===== src/rtl/seg7_scan_ctrl_if.sv =====
// Bus bundle for the six-digit seven-segment scan controller.
// The master side supplies BCD digits and control; the slave side is the
// display driver that returns segment/select lines and the frame strobe.
interface seg7_scan_ctrl_if;
  logic [3:0] dat_1_i;
  logic [3:0] dat_2_i;
  logic [3:0] dat_3_i;
  logic [3:0] dat_4_i;
  logic [3:0] dat_5_i;
  logic [3:0] dat_6_i;
  logic       load_i;
  logic       blank_lz_i;
  logic [7:0] seg_o;
  logic [5:0] sel_o;
  logic       frame_done_o;

  modport master (
    output dat_1_i, dat_2_i, dat_3_i, dat_4_i, dat_5_i, dat_6_i,
    output load_i, blank_lz_i,
    input  seg_o, sel_o, frame_done_o
  );

  modport slave (
    input  dat_1_i, dat_2_i, dat_3_i, dat_4_i, dat_5_i, dat_6_i,
    input  load_i, blank_lz_i,
    output seg_o, sel_o, frame_done_o
  );
endinterface


===== src/rtl/seg7_scan_ctrl.sv =====
// Time-multiplexed driver for a 6-digit common-anode seven-segment display.
// Digits are captured into a pending buffer and promoted to the active
// buffer only at a frame boundary, so a frame never shows a mix of old and
// new values. Each digit slot starts with a blanked dead phase to suppress
// ghosting. All outputs are registered one clock behind the slot counter.
module seg7_scan_ctrl #(
  parameter int SCAN_DIV = 50000,
  parameter int DEAD_CYC = 500
) (
  input  logic             clk_i,
  input  logic             rst_i,
  seg7_scan_ctrl_if.slave  bus
);

  localparam int              CW       = (SCAN_DIV > 1) ? $clog2(SCAN_DIV) : 1;
  localparam logic [CW-1:0]   CNT_LAST = CW'(SCAN_DIV - 1);
  localparam logic [CW:0]     DEAD_W   = (CW + 1)'(DEAD_CYC);

  typedef enum logic {
    PH_DEAD = 1'b0,
    PH_ON   = 1'b1
  } phase_t;

  // With no dead time the slot begins directly in the ON phase.
  localparam phase_t PH_START = (DEAD_CYC > 0) ? PH_DEAD : PH_ON;

  // Active-low gfedcba pattern; codes above 9 render as blank.
  function automatic logic [6:0] seg_code(input logic [3:0] d);
    logic [6:0] c;
    case (d)
      4'd0:    c = 7'h40;
      4'd1:    c = 7'h79;
      4'd2:    c = 7'h24;
      4'd3:    c = 7'h30;
      4'd4:    c = 7'h19;
      4'd5:    c = 7'h12;
      4'd6:    c = 7'h02;
      4'd7:    c = 7'h78;
      4'd8:    c = 7'h00;
      4'd9:    c = 7'h10;
      default: c = 7'h7F;
    endcase
    return c;
  endfunction

  logic [CW-1:0] cnt_r;
  logic [CW-1:0] cnt_nxt_s;
  logic [2:0]    idx_r;
  logic [2:0]    idx_nxt_s;
  phase_t        phase_r;
  phase_t        phase_nxt_s;
  logic          wrap_s;
  logic          boundary_s;
  logic [23:0]   dat_in_s;
  logic [23:0]   act_r;
  logic [23:0]   pbuf_r;
  logic          pend_r;
  logic [3:0]    digit_s;
  logic [5:0]    nz_s;
  logic [7:0]    lz_s;
  logic [7:0]    seg_nxt_s;
  logic [5:0]    sel_nxt_s;
  logic [7:0]    seg_r;
  logic [5:0]    sel_r;
  logic          fd_r;

  assign dat_in_s = {bus.dat_6_i, bus.dat_5_i, bus.dat_4_i,
                     bus.dat_3_i, bus.dat_2_i, bus.dat_1_i};

  assign bus.seg_o        = seg_r;
  assign bus.sel_o        = sel_r;
  assign bus.frame_done_o = fd_r;

  // Slot counter and digit index advance; detects the frame boundary.
  always_comb begin
    wrap_s     = (cnt_r == CNT_LAST);
    boundary_s = wrap_s && (idx_r == 3'd5);
    if (wrap_s) begin
      cnt_nxt_s = {CW{1'b0}};
      if (idx_r == 3'd5) begin
        idx_nxt_s = 3'd0;
      end else begin
        idx_nxt_s = idx_r + 3'd1;
      end
    end else begin
      cnt_nxt_s = cnt_r + CW'(1);
      idx_nxt_s = idx_r;
    end
  end

  // Select the active digit for the current slot and find which digits sit
  // inside an all-zero leading run (digit 1 is never part of that run).
  always_comb begin
    case (idx_r)
      3'd0:    digit_s = act_r[3:0];
      3'd1:    digit_s = act_r[7:4];
      3'd2:    digit_s = act_r[11:8];
      3'd3:    digit_s = act_r[15:12];
      3'd4:    digit_s = act_r[19:16];
      3'd5:    digit_s = act_r[23:20];
      default: digit_s = 4'hF;
    endcase
    for (int i = 0; i < 6; i++) begin
      nz_s[i] = (act_r[i*4 +: 4] != 4'd0);
    end
    lz_s = 8'h00;
    for (int i = 1; i < 6; i++) begin
      lz_s[i] = ~|(nz_s >> i);
    end
  end

  // Phase next-state from the upcoming count, plus output decode for the
  // phase currently held in the register.
  always_comb begin
    phase_nxt_s = PH_ON;
    sel_nxt_s   = 6'h3F;
    seg_nxt_s   = 8'hFF;
    if ({1'b0, cnt_nxt_s} < DEAD_W) begin
      phase_nxt_s = PH_DEAD;
    end else begin
      phase_nxt_s = PH_ON;
    end
    case (phase_r)
      PH_ON: begin
        sel_nxt_s = ~(6'b000001 << idx_r);
        if (bus.blank_lz_i && lz_s[idx_r]) begin
          seg_nxt_s = 8'hFF;
        end else begin
          seg_nxt_s = {1'b1, seg_code(digit_s)};
        end
      end
      default: begin
        sel_nxt_s = 6'h3F;
        seg_nxt_s = 8'hFF;
      end
    endcase
  end

  // Scan state and registered display outputs.
  always_ff @(posedge clk_i) begin
    if (!rst_i) begin
      cnt_r   <= {CW{1'b0}};
      idx_r   <= 3'd0;
      phase_r <= PH_START;
      seg_r   <= 8'hFF;
      sel_r   <= 6'h3F;
      fd_r    <= 1'b0;
    end else begin
      cnt_r   <= cnt_nxt_s;
      idx_r   <= idx_nxt_s;
      phase_r <= phase_nxt_s;
      seg_r   <= seg_nxt_s;
      sel_r   <= sel_nxt_s;
      fd_r    <= boundary_s;
    end
  end

  // Pending/active digit buffers; active only changes at a frame boundary,
  // and a load landing on that boundary goes straight to active.
  always_ff @(posedge clk_i) begin
    if (!rst_i) begin
      act_r  <= 24'h000000;
      pbuf_r <= 24'h000000;
      pend_r <= 1'b0;
    end else begin
      if (bus.load_i) begin
        pbuf_r <= dat_in_s;
      end
      if (boundary_s) begin
        if (bus.load_i) begin
          act_r <= dat_in_s;
        end else if (pend_r) begin
          act_r <= pbuf_r;
        end
        pend_r <= 1'b0;
      end else if (bus.load_i) begin
        pend_r <= 1'b1;
      end
    end
  end

endmodule


===== src/flat_wrapper.sv =====
// flat-port wrapper written by rule: the top's interface ports become plain ports
module seg7_scan_ctrl_flat 
#(
  parameter int SCAN_DIV = 50000,
  parameter int DEAD_CYC = 500
)
  (clk_i, rst_i, bus_dat_1_i, bus_dat_2_i, bus_dat_3_i, bus_dat_4_i, bus_dat_5_i, bus_dat_6_i, bus_load_i, bus_blank_lz_i, bus_seg_o, bus_sel_o, bus_frame_done_o);
  seg7_scan_ctrl_if bus_i ();
  input  logic clk_i;
  input  logic rst_i;
  input wire logic [$bits(bus_i.dat_1_i)-1:0] bus_dat_1_i;
  input wire logic [$bits(bus_i.dat_2_i)-1:0] bus_dat_2_i;
  input wire logic [$bits(bus_i.dat_3_i)-1:0] bus_dat_3_i;
  input wire logic [$bits(bus_i.dat_4_i)-1:0] bus_dat_4_i;
  input wire logic [$bits(bus_i.dat_5_i)-1:0] bus_dat_5_i;
  input wire logic [$bits(bus_i.dat_6_i)-1:0] bus_dat_6_i;
  input wire logic [$bits(bus_i.load_i)-1:0] bus_load_i;
  input wire logic [$bits(bus_i.blank_lz_i)-1:0] bus_blank_lz_i;
  output wire logic [$bits(bus_i.seg_o)-1:0] bus_seg_o;
  output wire logic [$bits(bus_i.sel_o)-1:0] bus_sel_o;
  output wire logic [$bits(bus_i.frame_done_o)-1:0] bus_frame_done_o;
  assign bus_i.dat_1_i = bus_dat_1_i;
  assign bus_i.dat_2_i = bus_dat_2_i;
  assign bus_i.dat_3_i = bus_dat_3_i;
  assign bus_i.dat_4_i = bus_dat_4_i;
  assign bus_i.dat_5_i = bus_dat_5_i;
  assign bus_i.dat_6_i = bus_dat_6_i;
  assign bus_i.load_i = bus_load_i;
  assign bus_i.blank_lz_i = bus_blank_lz_i;
  assign bus_seg_o = bus_i.seg_o;
  assign bus_sel_o = bus_i.sel_o;
  assign bus_frame_done_o = bus_i.frame_done_o;
  seg7_scan_ctrl #(.SCAN_DIV(SCAN_DIV), .DEAD_CYC(DEAD_CYC)) u_core (.clk_i(clk_i), .rst_i(rst_i), .bus(bus_i));
endmodule

===== config.mk =====
export PLATFORM = sky130hd
export DESIGN_NAME = seg7_scan_ctrl_flat
export DESIGN_NICKNAME = d
export VERILOG_FILES = /design/src/rtl/seg7_scan_ctrl_if.sv /design/src/rtl/seg7_scan_ctrl.sv /design/src/flat_wrapper.sv
export SDC_FILE = /design/constraint.sdc
export NUM_CORES = 1
export LEC_CHECK = 0
export CAP_MARGIN = 20
export CORE_ASPECT_RATIO = 1.75
export CORE_MARGIN = 4
export CORE_UTILIZATION = 25
export DETAILED_ROUTE_END_ITERATION = 16
export GPL_TIMING_DRIVEN = 0
export SYNTH_ARGS = -nofsm -noshare
export SYNTH_HDL_FRONTEND = slang
export SYNTH_SLANG_ARGS = --single-unit
export TNS_END_PERCENT = 20

===== constraint.sdc =====
create_clock -name clk_i -period 3.8 [get_ports clk_i]
set_clock_uncertainty 0.1 [all_clocks]
set_input_delay 0.76 -clock clk_i [delete_from_list [all_inputs] [get_ports clk_i]]
set_output_delay 0.76 -clock clk_i [all_outputs]
set_load 0.01 [all_outputs]

==> results of run 1 <==
-- registers in the layout, indices dropped and copies added (netlist names) --
| register | count |
|---|---|
| u_core.bus.frame_done_o | 1 |
| u_core.pend_r | 1 |
| u_core.act_r | 24 |
| u_core.phase_r | 1 |
| u_core.cnt_r | 16 |
| u_core.bus.seg_o | 7 |
| u_core.idx_r | 3 |
| u_core.bus.sel_o | 6 |
| u_core.pbuf_r | 24 |
-- worst paths after layout --
check	start	endpoint	slack (ns)	depth (start not counted)
max reg2reg	u_core.idx_r[1]$_SDFFE_PN0N_	u_core.bus.seg_o[2]$_SDFF_PP1_	0.51	11
min	u_core.cnt_r[0]$_SDFF_PP0_	u_core.cnt_r[0]$_SDFF_PP0_	0.39	1
min reg2reg	u_core.cnt_r[0]$_SDFF_PP0_	u_core.cnt_r[0]$_SDFF_PP0_	0.39	1
max	u_core.idx_r[1]$_SDFFE_PN0N_	u_core.bus.seg_o[2]$_SDFF_PP1_	0.51	11
-- stage by stage --
stage / util / instances / cell area (um2) / hold WS, ns
6_report: 0.3177 / 634 / 4737 / 0.3862
5_1_grt: 0.3177 / 634 / 4737 / 0.4275
4_1_cts: 0.3177 / 634 / 4737 / 0.3907
3_5_place_dp: 0.2969 / 619 / 4427 / 0.3741
3_3_place_gp: 0.2969 / 619 / 4427 / 0.3663
2_1_floorplan: - / 396 / 3797 / 0.3173
-- power groups by stage --
stage,combinational (mW),clock (mW),sequential (mW)
finish,0.0956,0.910,0.895
global placement,0.0968,0,0.914
floorplan,0.0534,0,0.913
global route,0.107,0.971,0.897
detailed placement,0.0980,0,0.914
CTS,0.0984,0.935,0.895
-- layout make-up --
type / instances / area [um2] / share of cell area
clock inverters: 2 / 60.06 / 0.01268
repair buffers: 40 / 400.4 / 0.08452
well taps: 183 / 229.0 / 0.04834
clock buffers: 13 / 250.2 / 0.05283
flip-flops and latches: 83 / 1662 / 0.3508
plain buffers: 30 / 151.4 / 0.03196
inverters: 8 / 30.03 / 0.006339
multi-input cells: 275 / 1954 / 0.4126
-- metal layers --
layer | up-vias | GRT usage | routed length, um | part of all wire
met5 | - | 0 | 0 | 0
met4 | 0 | 0.07465 | 428 | 0.046
met2 | 59 | 0.2004 | 4958 | 0.54
li1 | 1526 | - | - | -
met1 | 1449 | 0.1149 | 3504 | 0.38
met3 | 29 | 0.02285 | 340 | 0.037
-- Yosys cell counts, types with 3 or more instances --
cell | number | area [um2]
a211oi_1 | 3 | 22.52
a21oi_1 | 5 | 25.02
a221oi_1 | 3 | 26.28
and2_1 | 7 | 43.79
and3_1 | 5 | 31.28
and4_1 | 3 | 26.28
buf_2 | 10 | 50.05
buf_4 | 3 | 22.52
clkbuf_1 | 15 | 56.30
dfxtp_1 | 83 | 1662
ha_1 | 5 | 62.56
inv_1 | 7 | 26.28
mux2_2 | 3 | 33.78
mux2i_1 | 25 | 250.2
nand2_1 | 36 | 135.1
nand3_1 | 12 | 60.06
nand4_1 | 10 | 62.56
nor2_1 | 20 | 75.07
nor2b_1 | 30 | 187.7
nor3_1 | 5 | 25.02
nor4_1 | 8 | 50.05
o211a_1 | 25 | 250.2
o211ai_1 | 7 | 52.55
o21ai_0 | 9 | 45.04
xnor2_1 | 8 | 70.07
xor2_1 | 9 | 78.83
-- cell families after synthesis --
logic type               Yosys count  share of synthesized area
other                              1                  0.0009875
AND/OR/NAND/NOR                  152                     0.2280
flip-flops                        83                     0.4376
multiplexers                      28                    0.07479
adder cells (fa/ha/maj)            5                    0.01647
XOR/XNOR                          17                    0.03921
buffers and inverters             38                    0.04777
AO/OA/AOI/OAI                     72                     0.1552
-- placed cells by master (no fill, tap or decap), types with 7 or more instances in the layout --
cell type         n
dfxtp_1          83
clkdlybuf4s50_1  40
nand2_1          36
nor2b_1          30
mux2i_1          25
o211a_1          25
nor2_1           20
clkbuf_1         18
nand3_1          12
buf_2            10
nand4_1          10
o21ai_0           9
xor2_1            9
clkbuf_16         9
nor4_1            8
xnor2_1           8
inv_1             7
and2_1            7
o211ai_1          7
==> flow_summary.html, run 1 <==
<table>
<tr><th>Metric</th><th>Value</th></tr>
<tr><th colspan="2">Power</th></tr>
<tr><td>Share of total power in the clock network</td><td>0.479</td></tr>
<tr><td>Proportion of power drawn by flip-flops and latches</td><td>0.471</td></tr>
<tr><td>Pint</td><td>1.529 mW</td></tr>
<tr><td>Power density of the placed cells</td><td>401.3 nW/um2</td></tr>
<tr><td>Net switching fraction of the power</td><td>0.1956</td></tr>
<tr><td>Leakage</td><td>2.047 nW</td></tr>
<tr><td>Total power draw</td><td>1.901 mW</td></tr>
<tr><td>Peak supply drop</td><td>0.1902 mV</td></tr>
<tr><td>Net Switching</td><td>0.3718 mW</td></tr>
<tr><td>Combinational Power Share</td><td>0.050</td></tr>
<tr><th colspan="2">STA</th></tr>
<tr><td>Highest clock rate</td><td>304.0 MHz</td></tr>
<tr><td>Count of final max-slew check failures</td><td>0</td></tr>
<tr><td>Worst-case setup margin in the final layout</td><td>0.5108 ns</td></tr>
<tr><td>Endpoints failing hold</td><td>0</td></tr>
<tr><td>Total negative setup slack</td><td>0 ns</td></tr>
<tr><td>Final clock period utilization by the worst path</td><td>0.8656</td></tr>
<tr><td>Final setup violating endpoints</td><td>0</td></tr>
<tr><td>Time the worst path needs with I/O delays and setup</td><td>3.289 ns</td></tr>
<tr><td>Transition time of the tightest slew-check pin</td><td>0.8393 ns</td></tr>
<tr><td>Slew headroom</td><td>0.4405</td></tr>
<tr><td>RSZ-0062 raised after global routing</td><td>no</td></tr>
<tr><th colspan="2">Clocking</th></tr>
<tr><td>Hold buffer count at CTS</td><td>0</td></tr>
<tr><td>Insertion delay to the later sink of the worst-skew pair</td><td>0.33 ns</td></tr>
<tr><td>Clock input transition at the sequential cells of the worst setup and hold paths</td><td>0.06 ns</td></tr>
<tr><td>CTS root buffer</td><td>clkbuf_16</td></tr>
<tr><td>Number of levels the H-tree was split into</td><td>3</td></tr>
<tr><td>Post-CTS setup buffer count</td><td>0</td></tr>
<tr><td>CTS Buf Count</td><td>9</td></tr>
<tr><td>Count of cells resized by post-cts repair</td><td>0</td></tr>
<tr><td>TritonCTS clock tree</td><td>yes</td></tr>
<tr><td>Max clock buf depth</td><td>2</td></tr>
<tr><td>Clock tree sinks</td><td>83</td></tr>
<tr><th colspan="2">Cells and area</th></tr>
<tr><td>Nets@finish</td><td>480</td></tr>
<tr><td>Number of filler cells placed in the layout</td><td>1547</td></tr>
<tr><td>Antenna Diode Count</td><td>0</td></tr>
<tr><td>Area Overhead vs Synth</td><td>24.74%</td></tr>
<tr><td>Proportion of layout cells with a drive suffix above 1</td><td>0.07761</td></tr>
<tr><th colspan="2">Floorplan</th></tr>
<tr><td>Vertical die dimension</td><td>171.0 um</td></tr>
<tr><td>Number of top-level pins</td><td>43</td></tr>
<tr><td>Initial Util</td><td>0.2547</td></tr>
<tr><td>Area of the core region</td><td>14910 um2</td></tr>
<tr><td>Die footprint</td><td>17300 um2</td></tr>
<tr><td>Row count</td><td>59</td></tr>
<tr><td>Floorplan die width</td><td>101.2 um</td></tr>
<tr><th colspan="2">Detailed routing</th></tr>
<tr><td>Number of remaining DRC errors</td><td>0</td></tr>
<tr><td>Wire length reported by the detailed router</td><td>9231 um</td></tr>
<tr><td>Router iterations before antenna repair</td><td>4</td></tr>
<tr><td>Routed via count</td><td>3063</td></tr>
<tr><td>Initial DRC Count</td><td>102</td></tr>
<tr><td>Count of antenna-violating nets left after detailed routing</td><td>0</td></tr>
<tr><td>Routed length per instance</td><td>14.56 um</td></tr>
<tr><td>Avg Vias per Cell</td><td>4.831</td></tr>
<tr><th colspan="2">Worst setup path</th></tr>
<tr><td>Required arrival time at the worst endpoint</td><td>3.88 ns</td></tr>
<tr><td>CP Cell Sequence</td><td>buf_2 -&gt; buf_2 -&gt; inv_1 -&gt; nor2_1 -&gt; ha_1 -&gt; clkbuf_1 -&gt; and3b_1 -&gt; a2111oi_0 -&gt; o211ai_1 -&gt; o21ai_0 -&gt; o311ai_0</td></tr>
<tr><td>Path type of the worst setup path</td><td>flip-flop to flip-flop</td></tr>
<tr><td>Endpoint arrival time on the critical path</td><td>3.37 ns</td></tr>
<tr><td>Most frequent cell on the critical path</td><td>buf_2</td></tr>
<tr><td>CP endpoint kind</td><td>flip-flop</td></tr>
<tr><td>Largest fanout on the critical path</td><td>10</td></tr>
<tr><td>Biggest cell delay along the critical path</td><td>0.50 ns</td></tr>
<tr><td>Critical Path Source Type</td><td>flip-flop</td></tr>
<tr><td>Category of cells accounting for the largest share of critical-path delay</td><td>compound AO/OA/AOI/OAI gates</td></tr>
<tr><td>WP buf/inv</td><td>4</td></tr>
<tr><td>Slowest-stage cell, CP</td><td>a2111oi_0</td></tr>
<tr><th colspan="2">Synth</th></tr>
<tr><td>Post-synthesis area per instance</td><td>9.589 um2</td></tr>
<tr><td>Cell area after synthesis</td><td>3797 um2</td></tr>
<tr><td>Post-synth cell types</td><td>57</td></tr>
<tr><td>Yosys Warn Count</td><td>0</td></tr>
<tr><td>Fraction of the yosys area taken by sequential cells</td><td>0.4376</td></tr>
<tr><td>Flop and latch count out of synthesis</td><td>83</td></tr>
<tr><td>Most used DFF post-synth</td><td>dfxtp_1</td></tr>
<tr><td>Number of enable flip-flop cells after synthesis</td><td>0</td></tr>
<tr><td>Synthesized instance count</td><td>396</td></tr>
<tr><td>Net count after synthesis</td><td>429</td></tr>
<tr><td>Async SR Flop Fraction</td><td>0</td></tr>
<tr><th colspan="2">Global route</th></tr>
<tr><td>Total congestion overflow</td><td>0</td></tr>
<tr><td>First-pass GRT wire length</td><td>15080 um</td></tr>
<tr><td>Pin count of the biggest net entering global routing</td><td>13</td></tr>
<tr><td>Initial antenna violation count</td><td>0</td></tr>
<tr><td>Vias in the first global route</td><td>3108</td></tr>
<tr><td>GR Util All Layers</td><td>0.1121</td></tr>
<tr><th colspan="2">Placement</th></tr>
<tr><td>Global placer's final weighted congestion</td><td>0.8521</td></tr>
<tr><td>Detailed-placement wirelength estimate</td><td>7132 um</td></tr>
<tr><td>Worst slack at placement</td><td>0.5779 ns</td></tr>
<tr><td>Number of buffer cells added on primary ports</td><td>40</td></tr>
<tr><th colspan="2">Status</th></tr>
<tr><td>Result of the run</td><td>complete, no violations</td></tr>
<tr><th colspan="2">Hold path</th></tr>
<tr><td>Worst min path class</td><td>flip-flop to flip-flop</td></tr>
<tr><th colspan="2">Flow run</th></tr>
<tr><td>Max-capacitance violation count</td><td>0</td></tr>
</table>
Power figures use the tool's default switching activity.
==> run 2: changes to the inputs <==
--- a/config.mk
+++ b/config.mk
@@ -10,8 +10,9 @@
 export CORE_MARGIN = 4
 export CORE_UTILIZATION = 25
 export DETAILED_ROUTE_END_ITERATION = 16
+export GPL_ROUTABILITY_DRIVEN = 0
 export GPL_TIMING_DRIVEN = 0
 export SYNTH_ARGS = -nofsm -noshare
 export SYNTH_HDL_FRONTEND = slang
 export SYNTH_SLANG_ARGS = --single-unit
-export TNS_END_PERCENT = 20
+export TNS_END_PERCENT = 50
==> results of run 2 <==
The final DEF is identical to that of run 1; final timing and power are the same.
